### src/rtl/uart_tx_fifo_if.sv
`default_nettype none
// ==========================================================================
// uart_tx_fifo_if : valid/ready byte handshake feeding uart_tx_fifo
// Revision: 1.0
// ==========================================================================
interface uart_tx_fifo_if #(
  parameter int DATA_BITS = 8
) ();
  logic [DATA_BITS-1:0] tx_data;
  logic                 tx_valid;
  logic                 tx_ready;

  modport master (output tx_data, output tx_valid, input tx_ready);
  modport slave  (input tx_data, input tx_valid, output tx_ready);
endinterface
`default_nettype wire

### src/rtl/uart_tx_fifo.sv
`default_nettype none
// ==========================================================================
// uart_tx_fifo : UART transmitter fed by a circular FIFO, back-to-back frames
// Revision: 1.0
// ==========================================================================
module uart_tx_fifo #(
  parameter int CLK_FREQ   = 50_000_000,
  parameter int BAUD       = 115200,
  parameter int DATA_BITS  = 8,
  parameter int PARITY     = 0,
  parameter int STOP_BITS  = 1,
  parameter int FIFO_DEPTH = 16
) (
  input  wire logic                        sys_clk,
  input  wire logic                        sys_rst_n,
  uart_tx_fifo_if.slave                    in_if,
  output logic                             txd,
  output logic                             tx_busy,
  output logic [$clog2(FIFO_DEPTH):0]      fifo_level
);

  localparam int CLKS_PER_BIT = CLK_FREQ / BAUD;
  localparam int BAUD_W       = $clog2(CLKS_PER_BIT);
  localparam int PTR_W        = $clog2(FIFO_DEPTH);
  localparam int LVL_W        = PTR_W + 1;
  localparam logic [BAUD_W-1:0] BAUD_LAST = BAUD_W'(CLKS_PER_BIT - 1);
  localparam logic [2:0]        DATA_LAST = 3'(DATA_BITS - 1);
  localparam logic [2:0]        STOP_LAST = 3'(STOP_BITS - 1);
  localparam logic [LVL_W-1:0]  LVL_FULL  = LVL_W'(FIFO_DEPTH);

  typedef enum logic [2:0] {
    S_IDLE   = 3'd0,
    S_START  = 3'd1,
    S_DATA   = 3'd2,
    S_PARITY = 3'd3,
    S_STOP   = 3'd4
  } state_t;

  logic [DATA_BITS-1:0] mem_q [FIFO_DEPTH];
  logic [PTR_W-1:0]     wr_ptr_q, wr_ptr_d, rd_ptr_q, rd_ptr_d;
  logic [LVL_W-1:0]     level_q, level_d;
  logic                 ready, push, pop, fifo_empty;
  logic [DATA_BITS-1:0] head_data;
  logic                 head_parity;

  state_t               state_q, state_d;
  logic [BAUD_W-1:0]    baud_q, baud_d;
  logic [2:0]           bit_q, bit_d;
  logic [DATA_BITS-1:0] shift_q, shift_d;
  logic                 parity_q, parity_d;
  logic                 txd_q, txd_d;
  logic                 bit_end;

  // Ready depends only on registered occupancy, never on tx_valid.
  assign ready          = (level_q != LVL_FULL);
  assign in_if.tx_ready = ready;
  assign push           = in_if.tx_valid && ready;
  assign fifo_empty     = (level_q == '0);
  assign head_data      = mem_q[rd_ptr_q];
  assign head_parity    = (^head_data) ^ (PARITY == 1);
  assign bit_end        = (baud_q == BAUD_LAST);

  always_comb begin
    wr_ptr_d = wr_ptr_q;
    rd_ptr_d = rd_ptr_q;
    level_d  = level_q;
    if (push) wr_ptr_d = wr_ptr_q + PTR_W'(1);
    if (pop)  rd_ptr_d = rd_ptr_q + PTR_W'(1);
    if (push && !pop)      level_d = level_q + LVL_W'(1);
    else if (pop && !push) level_d = level_q - LVL_W'(1);
  end

  always_ff @(posedge sys_clk) begin
    if (push) mem_q[wr_ptr_q] <= in_if.tx_data;
  end

  // txd_d is the level the line takes in the cycle after this edge.
  always_comb begin
    state_d  = state_q;
    baud_d   = baud_q;
    bit_d    = bit_q;
    shift_d  = shift_q;
    parity_d = parity_q;
    txd_d    = txd_q;
    pop      = 1'b0;
    if (state_q != S_IDLE) baud_d = bit_end ? '0 : baud_q + BAUD_W'(1);
    case (state_q)
      S_IDLE: begin
        txd_d = 1'b1;
        if (!fifo_empty) begin
          pop      = 1'b1;
          shift_d  = head_data;
          parity_d = head_parity;
          baud_d   = '0;
          txd_d    = 1'b0;
          state_d  = S_START;
        end
      end
      S_START: begin
        if (bit_end) begin
          bit_d   = '0;
          txd_d   = shift_q[0];
          shift_d = shift_q >> 1;
          state_d = S_DATA;
        end
      end
      S_DATA: begin
        if (bit_end) begin
          if (bit_q == DATA_LAST) begin
            bit_d = '0;
            if (PARITY != 0) begin
              txd_d   = parity_q;
              state_d = S_PARITY;
            end else begin
              txd_d   = 1'b1;
              state_d = S_STOP;
            end
          end else begin
            bit_d   = bit_q + 3'd1;
            txd_d   = shift_q[0];
            shift_d = shift_q >> 1;
          end
        end
      end
      S_PARITY: begin
        if (bit_end) begin
          txd_d   = 1'b1;
          state_d = S_STOP;
        end
      end
      S_STOP: begin
        if (bit_end) begin
          if (bit_q == STOP_LAST) begin
            bit_d = '0;
            // A queued byte starts its frame with no idle cycle in between.
            if (!fifo_empty) begin
              pop      = 1'b1;
              shift_d  = head_data;
              parity_d = head_parity;
              txd_d    = 1'b0;
              state_d  = S_START;
            end else begin
              txd_d   = 1'b1;
              state_d = S_IDLE;
            end
          end else begin
            bit_d = bit_q + 3'd1;
          end
        end
      end
      default: begin
        txd_d   = 1'b1;
        state_d = S_IDLE;
      end
    endcase
  end

  always_ff @(posedge sys_clk or negedge sys_rst_n) begin
    if (!sys_rst_n) begin
      wr_ptr_q <= '0;
      rd_ptr_q <= '0;
      level_q  <= '0;
      state_q  <= S_IDLE;
      baud_q   <= '0;
      bit_q    <= '0;
      shift_q  <= '0;
      parity_q <= 1'b0;
      txd_q    <= 1'b1;
    end else begin
      wr_ptr_q <= wr_ptr_d;
      rd_ptr_q <= rd_ptr_d;
      level_q  <= level_d;
      state_q  <= state_d;
      baud_q   <= baud_d;
      bit_q    <= bit_d;
      shift_q  <= shift_d;
      parity_q <= parity_d;
      txd_q    <= txd_d;
    end
  end

  assign txd        = txd_q;
  assign tx_busy    = (state_q != S_IDLE) || (level_q != '0);
  assign fifo_level = level_q;

endmodule
`default_nettype wire

### src/flat_wrapper.sv
// flat-port wrapper written by rule: the top's interface ports become plain ports
module uart_tx_fifo_flat 
#(
  parameter int CLK_FREQ   = 50_000_000,
  parameter int BAUD       = 115200,
  parameter int DATA_BITS  = 8,
  parameter int PARITY     = 0,
  parameter int STOP_BITS  = 1,
  parameter int FIFO_DEPTH = 16
)
  (sys_clk, sys_rst_n, txd, tx_busy, fifo_level, in_if_tx_data, in_if_tx_valid, in_if_tx_ready);
  uart_tx_fifo_if #(.DATA_BITS(DATA_BITS)) in_if_i ();
  input  wire logic sys_clk;
  input  wire logic sys_rst_n;
  output logic txd;
  output logic tx_busy;
  output logic [$clog2(FIFO_DEPTH):0] fifo_level;
  input wire logic [$bits(in_if_i.tx_data)-1:0] in_if_tx_data;
  input wire logic [$bits(in_if_i.tx_valid)-1:0] in_if_tx_valid;
  output wire logic [$bits(in_if_i.tx_ready)-1:0] in_if_tx_ready;
  assign in_if_i.tx_data = in_if_tx_data;
  assign in_if_i.tx_valid = in_if_tx_valid;
  assign in_if_tx_ready = in_if_i.tx_ready;
  uart_tx_fifo #(.CLK_FREQ(CLK_FREQ), .BAUD(BAUD), .DATA_BITS(DATA_BITS), .PARITY(PARITY), .STOP_BITS(STOP_BITS), .FIFO_DEPTH(FIFO_DEPTH)) u_core (.sys_clk(sys_clk), .sys_rst_n(sys_rst_n), .in_if(in_if_i), .txd(txd), .tx_busy(tx_busy), .fifo_level(fifo_level));
endmodule
### config.mk
export PLATFORM = sky130hd
export DESIGN_NAME = uart_tx_fifo_flat
export DESIGN_NICKNAME = d
export VERILOG_FILES = /design/src/rtl/uart_tx_fifo_if.sv /design/src/rtl/uart_tx_fifo.sv /design/src/flat_wrapper.sv
export SDC_FILE = /design/constraint.sdc
export NUM_CORES = 1
export LEC_CHECK = 0
export BUFFER_PORTS_ARGS = -buffer_cell sky130_fd_sc_hd__buf_2
export CORE_MARGIN = 4
export CORE_UTILIZATION = 60
export CTS_CLUSTER_DIAMETER = 50
export CTS_CLUSTER_SIZE = 14
export DETAILED_ROUTE_END_ITERATION = 8
export PLACE_DENSITY_LB_ADDON = 0.2
export SETUP_SLACK_MARGIN = 0.3
export SLEW_MARGIN = 0
export SYNTH_ARGS = -nofsm -noshare
export SYNTH_HDL_FRONTEND = slang
export SYNTH_SLANG_ARGS = --single-unit
### constraint.sdc
create_clock -name sys_clk -period 4.23 [get_ports sys_clk]
set_input_delay 0.6345 -clock sys_clk [delete_from_list [all_inputs] [get_ports sys_clk]]
set_output_delay 0.6345 -clock sys_clk [all_outputs]
set_load 0.01 [all_outputs]
# Word-level counts from Yosys, hierarchy flattened
# Memories as Yosys holds them, arrays and structs flattened.
# Cells that the tools add are included.
[op_classes]
eq_ne = 15
mux = 42
n_reduce_logical = 18
div = 0
shift = 0
magnitude_cmp = 0
addsub = 6
bitwise = 0
multipliers = 0
[op_table]
columns = ["op", "count"]
rows = [
  ["2-to-1 mux 8 bit", 6],
  ["2-to-1 mux 3 bit", 12],
  ["2-to-1 mux 9 bit", 4],
  ["case mux 8 bit (4 select lines)", 1],
  ["case mux 3 bit (5 select lines)", 1],
  ["2-to-1 mux 1 bit", 13],
  ["inequality test 2 x 1 -> 1 bit (second input constant)", 6],
  ["2-to-1 mux 5 bit", 2],
  ["adder 9 x 1 -> 9 bit (second input constant)", 1],
  ["equality test 9 bit (second input constant)", 1],
  ["case mux 3 bit (3 select lines)", 1],
  ["adder 4 x 1 -> 4 bit (second input constant)", 2],
  ["AND reduction 7 bit", 1],
  ["equality test 3 x 2 -> 1 bit (second input constant)", 2],
  ["equality test 3 bit (second input constant)", 2],
  ["zero test 3 bit", 2],
  ["AND reduction 6 bit", 1],
  ["nonzero test 3 bit", 2],
  ["adder 5 x 1 -> 5 bit (second input constant)", 1],
  ["zero test 5 bit", 1],
  ["inequality test 5 bit (second input constant)", 1],
  ["case mux 1 bit (5 select lines)", 1],
  ["AND reduction 5 bit", 1],
  ["nonzero test 5 bit", 1],
  ["other kinds (11)", 15],
]
[totals]
romBits = 0
ram_bits = 128
latch_bits = 0
wordCells = 90
n_memories = 1
reg_bits = 37
[mem_list]
columns = ["name", "words", "word_bits", "rd", "rd_ports_with_merged_regs", "write_ports", "line", "text"]
rows = [
  ["u_core.mem_q", 16, 8, 1, 0, 1, "uart_tx_fifo.sv:39", "logic [DATA_BITS-1:0] mem_q [FIFO_DEPTH];"],
]

# Longest topological paths before layout
# Gate-level depths: netlist (run 1).
[logic_depth]
word_depth = 8
depth_mapped = 14

# Worst setup path before layout (run 1)
# No wires, ideal clock.
[synth_timing]
kind = "reg2reg"
from = "register u_core.baud_q[1]"
to = "register u_core.level_q[4], in the netlist u_core.fifo_level[4]"
path_slack_ps = 1070
setup_time_ps = 130
arrival_ps = 3031
path_stages_with_launch = 15
synth_period_minus_slack_ps = 3160
cell_sequence = "dfrtp_1 -> inv_1 -> ha_1 -> or4b_1 -> or3_4 -> a21oi_2 -> inv_1 -> ha_1 -> inv_1 -> ha_1 -> a21o_1 -> a21oi_1 -> xnor2_1 -> nor2_1 -> xor2_1"
[synth_between]
elab_chain_cells = 6
[synth_lines]
columns = ["element", "line", "text"]
rows = [
  ["from (decl)", "uart_tx_fifo.sv:47", "logic [BAUD_W-1:0] baud_q, baud_d;"],
  ["from (signal assigned)", "uart_tx_fifo.sv:174", "baud_q <= baud_d;"],
  ["equality test 9 bit (*)", "uart_tx_fifo.sv:61", "assign bit_end = (baud_q == BAUD_LAST);"],
  ["2-to-1 mux 1 bit (*)", "uart_tx_fifo.sv:132", "if (bit_end) begin"],
  ["case mux 1 bit (2 select lines) (*)", "uart_tx_fifo.sv:87", "case (state_q)"],
  ["zero test 1 bit", "uart_tx_fifo.sv:69", "if (push && !pop) level_d = level_q + LVL_W'(1);"],
  ["logical AND 1 bit", "uart_tx_fifo.sv:69", ""],
  ["2-to-1 mux 5 bit / nonzero test 2 bit (equally long branches)", "n/a", ""],
  ["to (signal assigned)", "uart_tx_fifo.sv:172", "level_q <= level_d;"],
  ["to (decl)", "uart_tx_fifo.sv:41", "logic [LVL_W-1:0] level_q, level_d;"],
]
# Every way passes the cells marked *; elsewhere a longest branch is shown, timed or not.
# A chain may end at the register's enable or synchronous reset.

# Worst setup path after layout (run 1)
# Same ends and word-level chain as after synthesis.

==> results of run 1 <==
-- synthesized netlist by cell type (2+ instances only) --
library cell  count
a21o_1            3
a21oi_1           7
a22o_1            8
a22oi_1           8
and2_1            2
and3_1            3
buf_1             2
buf_2             5
clkbuf_1         16
dfrtp_1          36
edfxtp_1        128
ha_1             14
inv_1             9
mux2_2            2
mux2i_1          22
mux4_2           26
nand2_1          24
nand2b_1          7
nand3_1           7
nand4_1           2
nor2_1           43
nor2_2            2
nor2b_1           3
nor3_1            6
o21ai_0          17
o221ai_1          7
o22ai_1           2
o31ai_1           6
xnor2_1          10
xor2_1            3
-- layer usage --
metal | global-route usage [%] | up-vias | routed length (µm)
met5 | 0 | - | 0
met4 | 8.43 | 0 | 269
met3 | 4.61 | 30 | 748
met2 | 36.0 | 129 | 6880
met1 | 29.5 | 1894 | 5560
li1 | - | 1768 | -
-- power by group through the flow --
stage | logic [mW] | clock network (mW) | registers [mW]
after floorplan | 0.304 | 0 | 2.02
after global placement | 0.435 | 0 | 2.04
after detailed placement | 0.460 | 0 | 2.05
after CTS | 0.464 | 1.55 | 2.02
after global routing | 0.504 | 1.63 | 2.04
final | 0.457 | 1.54 | 2.02
-- kinds of logic after synthesis --
logic type / share of synthesized area, %
AND/OR/NAND/NOR: 7.60
multiplexers: 11.7
adder cells (fa/ha/maj): 2.77
XOR/XNOR: 1.61
AO/OA/AOI/OAI: 6.60
buffers and inverters: 2.01
flip-flops: 67.7
-- sequential cells by signal (all words and copies together) (netlist names) --
signal             cells
u_core.mem_q         128
u_core.rd_ptr_q        4
u_core.wr_ptr_q        4
u_core.state_q         3
u_core.bit_q           3
u_core.shift_q         8
u_core.txd             1
u_core.fifo_level      5
u_core.baud_q          9
-- area by class of cell --
type | count | area share, %
sequential | 165 | 60.7
multi-input combinational | 253 | 27.2
clock buffer | 17 | 5.41
tap | 143 | 2.27
clock inverter | 15 | 2.12
timing repair buffer | 26 | 1.91
inverter | 9 | 0.430
-- stage by stage --
step	worst slack, ns	area [µm²]	instances	utilization (%)	hold slack (ns)
detailed placement	0.758	7270	596	63.4	0.495
CTS	0.724	7870	628	68.6	0.334
global placement	0.889	7270	596	63.4	0.488
global route	0.524	7870	628	68.6	0.375
floorplan	1.07	7050	451	-	0.339
finish	0.745	7870	628	68.6	0.302
-- final timing paths --
kind                                                    end  slack, ns
max in group asynchronous    u_core.rd_ptr_q[0]$_DFFE_PN0P_       3.35
min in group sys_clk          u_core.shift_q[4]$_DFFE_PN0P_       0.51
setup reg to reg           u_core.fifo_level[4]$_DFFE_PN0P_       0.75
hold reg to reg               u_core.shift_q[4]$_DFFE_PN0P_       0.51
hold / removal                   u_core.baud_q[7]$_DFF_PN0_       0.30
setup / recovery           u_core.fifo_level[4]$_DFFE_PN0P_       0.75
-- critical path, delay by kind of cell, from the launching register on --
| kind | cells | cell delay, ns |
|---|---|---|
| simple gates | 3 | 0.98 |
| compound gates | 3 | 0.62 |
| buf+inv | 3 | 0.36 |
| flops | 1 | 0.41 |
| fa+ha+maj | 3 | 0.71 |
| xor+xnor | 2 | 0.28 |
==> metrics.yaml, run 1 <==
fmax_mhz: 287
p_int_mw: 2.98
power_mw: 4.01
gp_congestion: 0.858
synth_edf_count: 128
grt_pass1_wl_um: 21700
drive_gt1_share_pct: 20.0
initialDrtViolationCount: 399
synthFlopType: "edfxtp_1"
final_common_cell: "edfxtp_1"
tightest_slew_ns: 0.884
routed_wl_um: 13500
nNetsFinal: 498
syn-num-nets: 477
synthesis.area_um2: 7050
critPathMaxFanout: 5
ys_ff_latch: 165
cts_buffer_depth: 2
seq_area_frac_synth_pct: 67.7
p_clk_share_pct: 38.3
r2r_cells: 14
period_share_pct: 82.4
die_w_um: 116
crit_arrival_ns: 3.79
die-area_um2: 13500
numPortBuffers: 18
yosys-top-cells-area: "edfxtp_1 (55%), dfrtp_1 (13%), mux4_2 (8.3%), mux2i_1 (3.1%), ha_1 (2.5%)"
critical_path.max_stage_delay_ns: 0.51
synth_top_area_share_pct: 54.5
finalHoldViolCount: 0
cp-startpoint: "u_core.baud_q[1]$_DFF_PN0_"
hold_class: "in2async"
gr-total-overflow: 0
sequentialPowerShare_pct: 50.3
ys_warn_count: 0
ant_nets: 0
slew_violations: 0
viasPerCell: 6.08
synth.distinct_cells: 51
slowest_stage: "or4b_1"
regArea_um2: 4770
switching_share_pct: 25.7
crit_required_ns: 4.53
drc: 0
cts_tree: "done"
first_global_vias: 3941
rsz0062_at_grt: "false"
start_kind: "register"
clk_pin_slew_worst_paths_ns: 0.06
cellPowerDensity_nw_per_um2: 510
synthCells: 451
antenna_cells: 0
clk_latency_ns: 0.43
comb_power_share_pct: 11.4
outcome: "finished clean"
finalClockSkew_ns: 0.00780
dp_hpwl_um: 8730
setup_viol: 0
post-cts-setup-buffers: 0
postCtsResizedCells: 0
mostFrequentLayoutCells: "edfxtp_1 (128), nor2_1 (43), dfrtp_1 (35)"
multi_input_area_um2: 2140
area_growth_pct: 11.6
antenna_found_initial: 0
numCtsBuffers: 17
fill_cells: 721
rows: 39
yosys.area.top_type: "edfxtp_1"
cts_root_buffer: "clkbuf_16"
wl_per_cell_um: 21.4
leakage_nw: 2.81
firstDrtPassIters: 4
h-tree-depth: 4
crit_chain: "inv_1, ha_1, or4b_1, or3_4, a21oi_2, inv_1, ha_1, inv_1, ha_1, a21o_1, a21oi_1, xnor2_1, nor2_1, xor2_1"
worstSetupEndpointType: "register"
vias: 3821
ios: 19
finalCriticalPeriod_ns: 3.48
clock-sinks: 165
ir_drop_v: 0.000547
track_usage_pct: 22.0
core_area_um2: 11500
power.switching_mw: 1.03
fin_setup_tns_ns: 0
initial_core_util_pct: 61.5
maxCapViolCount: 0
die_h_um: 116
timing.rr.start: "u_core.baud_q[1]$_DFF_PN0_"
setup.worst_path.class: "reg2reg"
grt_max_degree: 38
ctsHoldBuffers: 0
async_flop_share_pct: 22.4
avgSynthCellArea_um2: 15.6
relSlewSlack_pct: 40.9
(Power assumes the default switching activity.)
==> inputs of run 2 (changes only) <==
CORE_UTILIZATION = 56   (was 60)
clock period = 2.8 ns   (was 4.23 ns; I/O delays follow)
==> metrics.yaml, run 2 (same netlist as run 1, synthesis figures left out) <==
finalClockSkew_ns: 0.00588  # -0.00192 ns
top_register: "u_core.mem_q"
core_area_um2: 12200  # +6.1%
grt_max_degree: 38  # unchanged
relSlewSlack_pct: 43.6  # +2.7 points
h-tree-depth: 4  # unchanged
largest_register_ff_count: 128  # unchanged
viasPerCell: 5.71  # -6.2%
finalHoldViolCount: 0  # unchanged
rows: 40  # +2.6%
routed_wl_um: 13900  # +3.1%
ant_nets: 0  # unchanged
rsz0062_at_grt: "true"
switching_share_pct: 26.0  # +0.30 points
period_share_pct: 104  # +21 points
power_mw: 6.05  # +51%
numPortBuffers: 18  # unchanged
top_regs: "u_core.mem_q (128), u_core.baud_q (9), u_core.shift_q (8)"
cellPowerDensity_nw_per_um2: 733  # +44%
finalCriticalPeriod_ns: 2.90  # -0.583 ns
nNetsFinal: 543  # +9.0%
place_ws_ns: -0.136  # -0.894 ns
ir_drop_v: 0.000604  # +10%
dp_hpwl_um: 9050  # +3.7%
track_usage_pct: 20.7  # -1.4 points
mostFrequentLayoutCells: "edfxtp_1 (128), buf_4 (50), nor2_1 (43)"
drc: 0  # unchanged
cts_buffer_depth: 2  # unchanged
ios: 19  # unchanged
grt_pass1_wl_um: 22000  # +1.5%
clk_latency_ns: 0.42  # about the same
holdWs_ns: 0.104  # -0.197 ns
setup.worst_path.class: "reg2reg"
crit_arrival_ns: 3.20  # -0.59 ns
maxCapViolCount: 0  # unchanged
outcome: "finished, violations left"
hold_class: "in2async"
slew_violations: 0  # unchanged
p_int_mw: 4.48  # +50%
comb_power_share_pct: 15.5  # +4.1 points
initialDrtViolationCount: 354  # -11%
setup_viol: 3  # +3
critPathMaxFanout: 4  # -1
first_global_vias: 4075  # +3.4%
clk_pin_slew_worst_paths_ns: 0.06  # about the same
fin_ws_ns: -0.102  # -0.847 ns
antenna_cells: 0  # unchanged
clock-sinks: 165  # unchanged
numCtsBuffers: 17  # unchanged
crit_required_ns: 3.10  # -1.43 ns
die_h_um: 120  # +3.3%
gp_congestion: 0.833  # -2.9%
reg2reg_setup_slack_ns: -0.10  # -0.85 ns
final_common_cell: "edfxtp_1"
cts_root_buffer: "clkbuf_16"
die_w_um: 120  # +3.3%
antenna_found_initial: 0  # unchanged
start_kind: "register"
cts_tree: "done"
gr-total-overflow: 0  # unchanged
firstDrtPassIters: 5  # +1
initial_core_util_pct: 58.0  # -3.5 points
vias: 3977  # +4.1%
worstSetupEndpointType: "register"
die-area_um2: 14400  # +6.6%
wl_per_cell_um: 19.9  # -7.1%
tightest_slew_ns: 0.846  # -0.0375 ns
fmax_mhz: 345  # +20%
leakage_nw: 3.03  # +7.7%
sequentialPowerShare_pct: 49.9  # -0.4 points
p_clk_share_pct: 34.6  # -3.7 points
drive_gt1_share_pct: 28.5  # +8.5 points
power.switching_mw: 1.57  # +52%
violations: "setup timing"
area_growth_pct: 17.1
-- run 2: changes by cell type in the layout (fill, tap and decap cells not counted), moves of 2 or more --
cell / change
bufinv_16: -2
inv_1: -3
buf_6: +3
ha_1: -3
inv_2: +2
clkinv_4: +4
buf_4: +42
clkinv_2: +2
ha_4: +3
inv_6: -6
o21ai_1: +3
a21oi_1: -2
o21ai_0: -3
-- run 2: power by group through the flow --
stage	combinational, mW	clock, mW	sequential (mW)
2_1_floorplan	0.482	0	3.06
3_3_place_gp	0.836	0	3.06
3_5_place_dp	0.871	0	3.07
4_1_cts	0.886	2.13	3.02
5_1_grt	1.02	2.23	3.04
6_report	0.935	2.09	3.02
-- run 2: metrics by stage --
stage / std cells / instance area (µm²) / TNS [ns] / utilization [%]
floorplan: 451 / 7090 / -0.130 / -
global placement: 657 / 7620 / -0.136 / 62.6
detailed placement: 657 / 7620 / -0.322 / 62.6
CTS: 695 / 8210 / -0.163 / 67.5
global route: 697 / 8250 / -0.465 / 67.9
finish: 697 / 8250 / -0.199 / 67.9
-- run 2: critical path, cell delays in order, from the launching register on --
cell and delay [ns]:
dfrtp_1 0.39, inv_2 0.08, ha_4 0.12, or4b_4 0.45
or3_4 0.43, a21oi_4 0.15, inv_2 0.07, ha_4 0.17
inv_4 0.08, ha_4 0.20, a21o_1 0.18, a21oi_2 0.13
xnor2_1 0.12, nor2_1 0.07, xor2_1 0.14
-- run 2: layer usage --
metal | vias up | wire (µm) | part of all wire [%] | track usage (%)
met1 | 2015 | 5750 | 41 | 26.6
li1 | 1869 | - | - | -
met5 | - | 0 | 0 | 0
met4 | 0 | 223 | 1.6 | 7.23
met3 | 15 | 618 | 4.5 | 5.57
met2 | 78 | 7280 | 52 | 34.3
-- run 2: layout make-up --
type | instances | area (µm²)
sequential | 165 | 4770
fill | 817 | 3910
multi-input combinational | 253 | 2200
timing repair buffer | 71 | 499
clock buffer | 17 | 425
tap | 168 | 210
clock inverter | 14 | 106
inverter | 9 | 36.3
-- run 2: path summary, 6_finish.rpt --
path,cells past startpoint,to,from
max reg2reg,14,u_core.fifo_level[4]$_DFFE_PN0P_,u_core.baud_q[1]$_DFF_PN0_
min,1,u_core.baud_q[4]$_DFF_PN0_,sys_rst_n
max in group asynchronous,1,u_core.rd_ptr_q[0]$_DFFE_PN0P_,sys_rst_n
min reg2reg,1,u_core.shift_q[1]$_DFFE_PN0P_,u_core.shift_q[1]$_DFFE_PN0P_
min in group sys_clk,1,u_core.mem_q[14][2]$_DFFE_PP_,in_if_tx_data[2]
max,14,u_core.fifo_level[4]$_DFFE_PN0P_,u_core.baud_q[1]$_DFF_PN0_
-- run 2: what timing repair did --
action / in CTS / in global routing
hold buffers: 0 / 0
resized for setup: 2 / 9
endpoints found under the setup margin: 5 / 5
buffers inserted: 7 / 2
pin swaps: 7 / 13
==> inputs of run 3 (changes only) <==
PLACE_DENSITY = 0.77   (was default)
PLACE_DENSITY_LB_ADDON = default   (was 0.2)
==> metrics.yaml, run 3 (same netlist as run 1, synthesis figures left out) <==
die-area_um2: 14400  # unchanged
dp_hpwl_um: 8960  # -1.1%
die_w_um: 120  # unchanged
critPathMaxFanout: 4  # unchanged
ios: 19  # unchanged
largest_register_ff_count: 128  # unchanged
cellPowerDensity_nw_per_um2: 740  # +1.0%
fin_setup_tns_ns: -0.127  # +0.0720 ns
outcome: "finished, violations left"
clk_latency_ns: 0.43  # about the same
area_growth_pct: 17.2  # about the same
drc: 0  # unchanged
numCtsBuffers: 17  # unchanged
rows: 40  # unchanged
core_area_um2: 12200  # unchanged
rsz0062_at_grt: "true"
maxCapViolCount: 0  # unchanged
crit_required_ns: 3.14  # +0.04 ns
drive_gt1_share_pct: 27.8  # -0.79 points
place_ws_ns: -0.129  # +0.00778 ns
ctsHoldBuffers: 0  # unchanged
fill_cells: 797  # -2.4%
start_kind: "register"
top_register: "u_core.mem_q"
viasPerCell: 5.84  # +2.3%
crit_arrival_ns: 3.20  # about the same
clk_pin_slew_worst_paths_ns: 0.06  # about the same
period_share_pct: 102  # -1.4 points
finalCriticalPeriod_ns: 2.86  # -0.0383 ns
final_common_cell: "edfxtp_1"
firstDrtPassIters: 5  # unchanged
fmax_mhz: 349  # +1.3%
mostFrequentLayoutCells: "edfxtp_1 (128), buf_4 (47), nor2_1 (43)"
relSlewSlack_pct: 43.5  # -0.072 points
setup.worst_path.class: "reg2reg"
cts_tree: "done"
ant_nets: 0  # unchanged
leakage_nw: 3.03  # -0.14%
antenna_found_initial: 0  # unchanged
violations: "setup timing"
initialDrtViolationCount: 403  # +14%
setup_viol: 3  # unchanged
worstSetupEndpointType: "register"
antenna_cells: 0  # unchanged
slowest_stage: "or4b_4"
routed_wl_um: 14100  # +1.3%
final_area_um2: 8260  # about the same
vias: 4050  # +1.8%
crit_chain: "inv_2, ha_4, or4b_4, or3_4, a21oi_4, inv_2, ha_4, inv_4, buf_6, fa_2, a21o_1, a21oi_2, xnor2_1, nor2_1, xor2_1"
die_h_um: 120  # unchanged
track_usage_pct: 21.1  # +0.44 points
initial_core_util_pct: 58.0  # unchanged
ir_drop_v: 0.000588  # -2.7%
finalClockSkew_ns: 0.0176  # +0.0117 ns
gr-total-overflow: 0  # unchanged
wl_per_cell_um: 20.2  # +1.7%
holdWs_ns: 0.0986  # -0.00587 ns
clock-sinks: 165  # unchanged
tightest_slew_ns: 0.847  # +0.00108 ns
h-tree-depth: 4  # unchanged
fin_ws_ns: -0.0634  # +0.0383 ns
grt_max_degree: 38  # unchanged
top_regs: "u_core.mem_q (128), u_core.baud_q (9), u_core.shift_q (8)"
first_global_vias: 4114  # +0.96%
postPlaceCellArea_um2: 7620  # about the same
gp_congestion: 0.831  # -0.31%
slew_violations: 0  # unchanged
cts_root_buffer: "clkbuf_16"
hold_class: "in2async"
nNetsFinal: 540  # -0.55%
cts_buffer_depth: 2  # unchanged
critical_path.max_stage_delay_ns: 0.46  # about the same
grt_pass1_wl_um: 22400  # +2.0%
finalHoldViolCount: 0  # unchanged
numPortBuffers: 18  # unchanged
[run 3: cell count changes in the layout (fill, tap and decap cells not counted), sizes merged]
cell / before / now
clkinv: 10 / 5
buf: 71 / 68
inv: 12 / 15
bufinv: 0 / 1
clkbuf: 17 / 18
[run 3: report_power, final]
part	switching, mW	internal (mW)	leakage, nW
Combinational	0.488	0.414	1.14
Sequential	0.121	2.90	1.61
Clock	0.957	1.23	0.270
[run 3: cell type report]
class / instances / area (µm²) / share of cell area (%)
inverter: 9 / 36.3 / 0.439
clock buffer: 18 / 429 / 5.20
multi-input combinational: 253 / 2200 / 26.7
clock inverter: 13 / 125 / 1.51
tap: 168 / 210 / 2.54
timing repair buffer: 68 / 485 / 5.88
sequential: 165 / 4770 / 57.8
[run 3: layer usage]
metal | part of all wire [%] | track usage, %
met5 | 0 | 0
met4 | 1.7 | 8.80
met3 | 5.0 | 5.29
met2 | 52 | 34.7
met1 | 41 | 27.0
[run 3: worst max-delay path: cells and delay by family, from the launching register on]
kind                     cells  cell delay [ns]
AO/OA/AOI/OAI                3             0.35
XOR/XNOR                     2             0.27
adder cells (fa/ha/maj)      3             0.48
buffers and inverters        4             0.33
flip-flops                   1             0.38
AND/OR/NAND/NOR              3             0.94
[run 3: final timing paths]
path,to,slack [ns],cells after the start,startpoint
setup / recovery,u_core.fifo_level[4]$_DFFE_PN0P_,-0.06,15,u_core.baud_q[1]$_DFF_PN0_
hold / removal,u_core.baud_q[4]$_DFF_PN0_,0.1,1,sys_rst_n
setup reg to reg,u_core.fifo_level[4]$_DFFE_PN0P_,-0.06,15,u_core.baud_q[1]$_DFF_PN0_
hold reg to reg,u_core.shift_q[5]$_DFFE_PN0P_,0.51,1,u_core.shift_q[5]$_DFFE_PN0P_
max in group asynchronous,u_core.rd_ptr_q[0]$_DFFE_PN0P_,2.11,1,sys_rst_n
min in group sys_clk,u_core.mem_q[6][2]$_DFFE_PP_,0.38,1,in_if_tx_data[2]
[run 3: repair_timing]
item / 4_1_cts / 5_1_grt
endpoints found under the setup margin: 5 / 5
buffers inserted: 5 / 2
pin swaps: 6 / 6
resized for setup: 8 / 2
[run 3: through the flow]
| stage | power [mW] | utilization [%] | std cells |
|---|---|---|---|
| final | 6.12 | 67.9 | 694 |
| after global routing | 6.36 | 67.9 | 694 |
| after CTS | 6.16 | 67.8 | 692 |
| after detailed placement | 3.94 | 62.7 | 656 |
| after global placement | 3.88 | 62.7 | 656 |
| after floorplan | 3.54 | - | 451 |
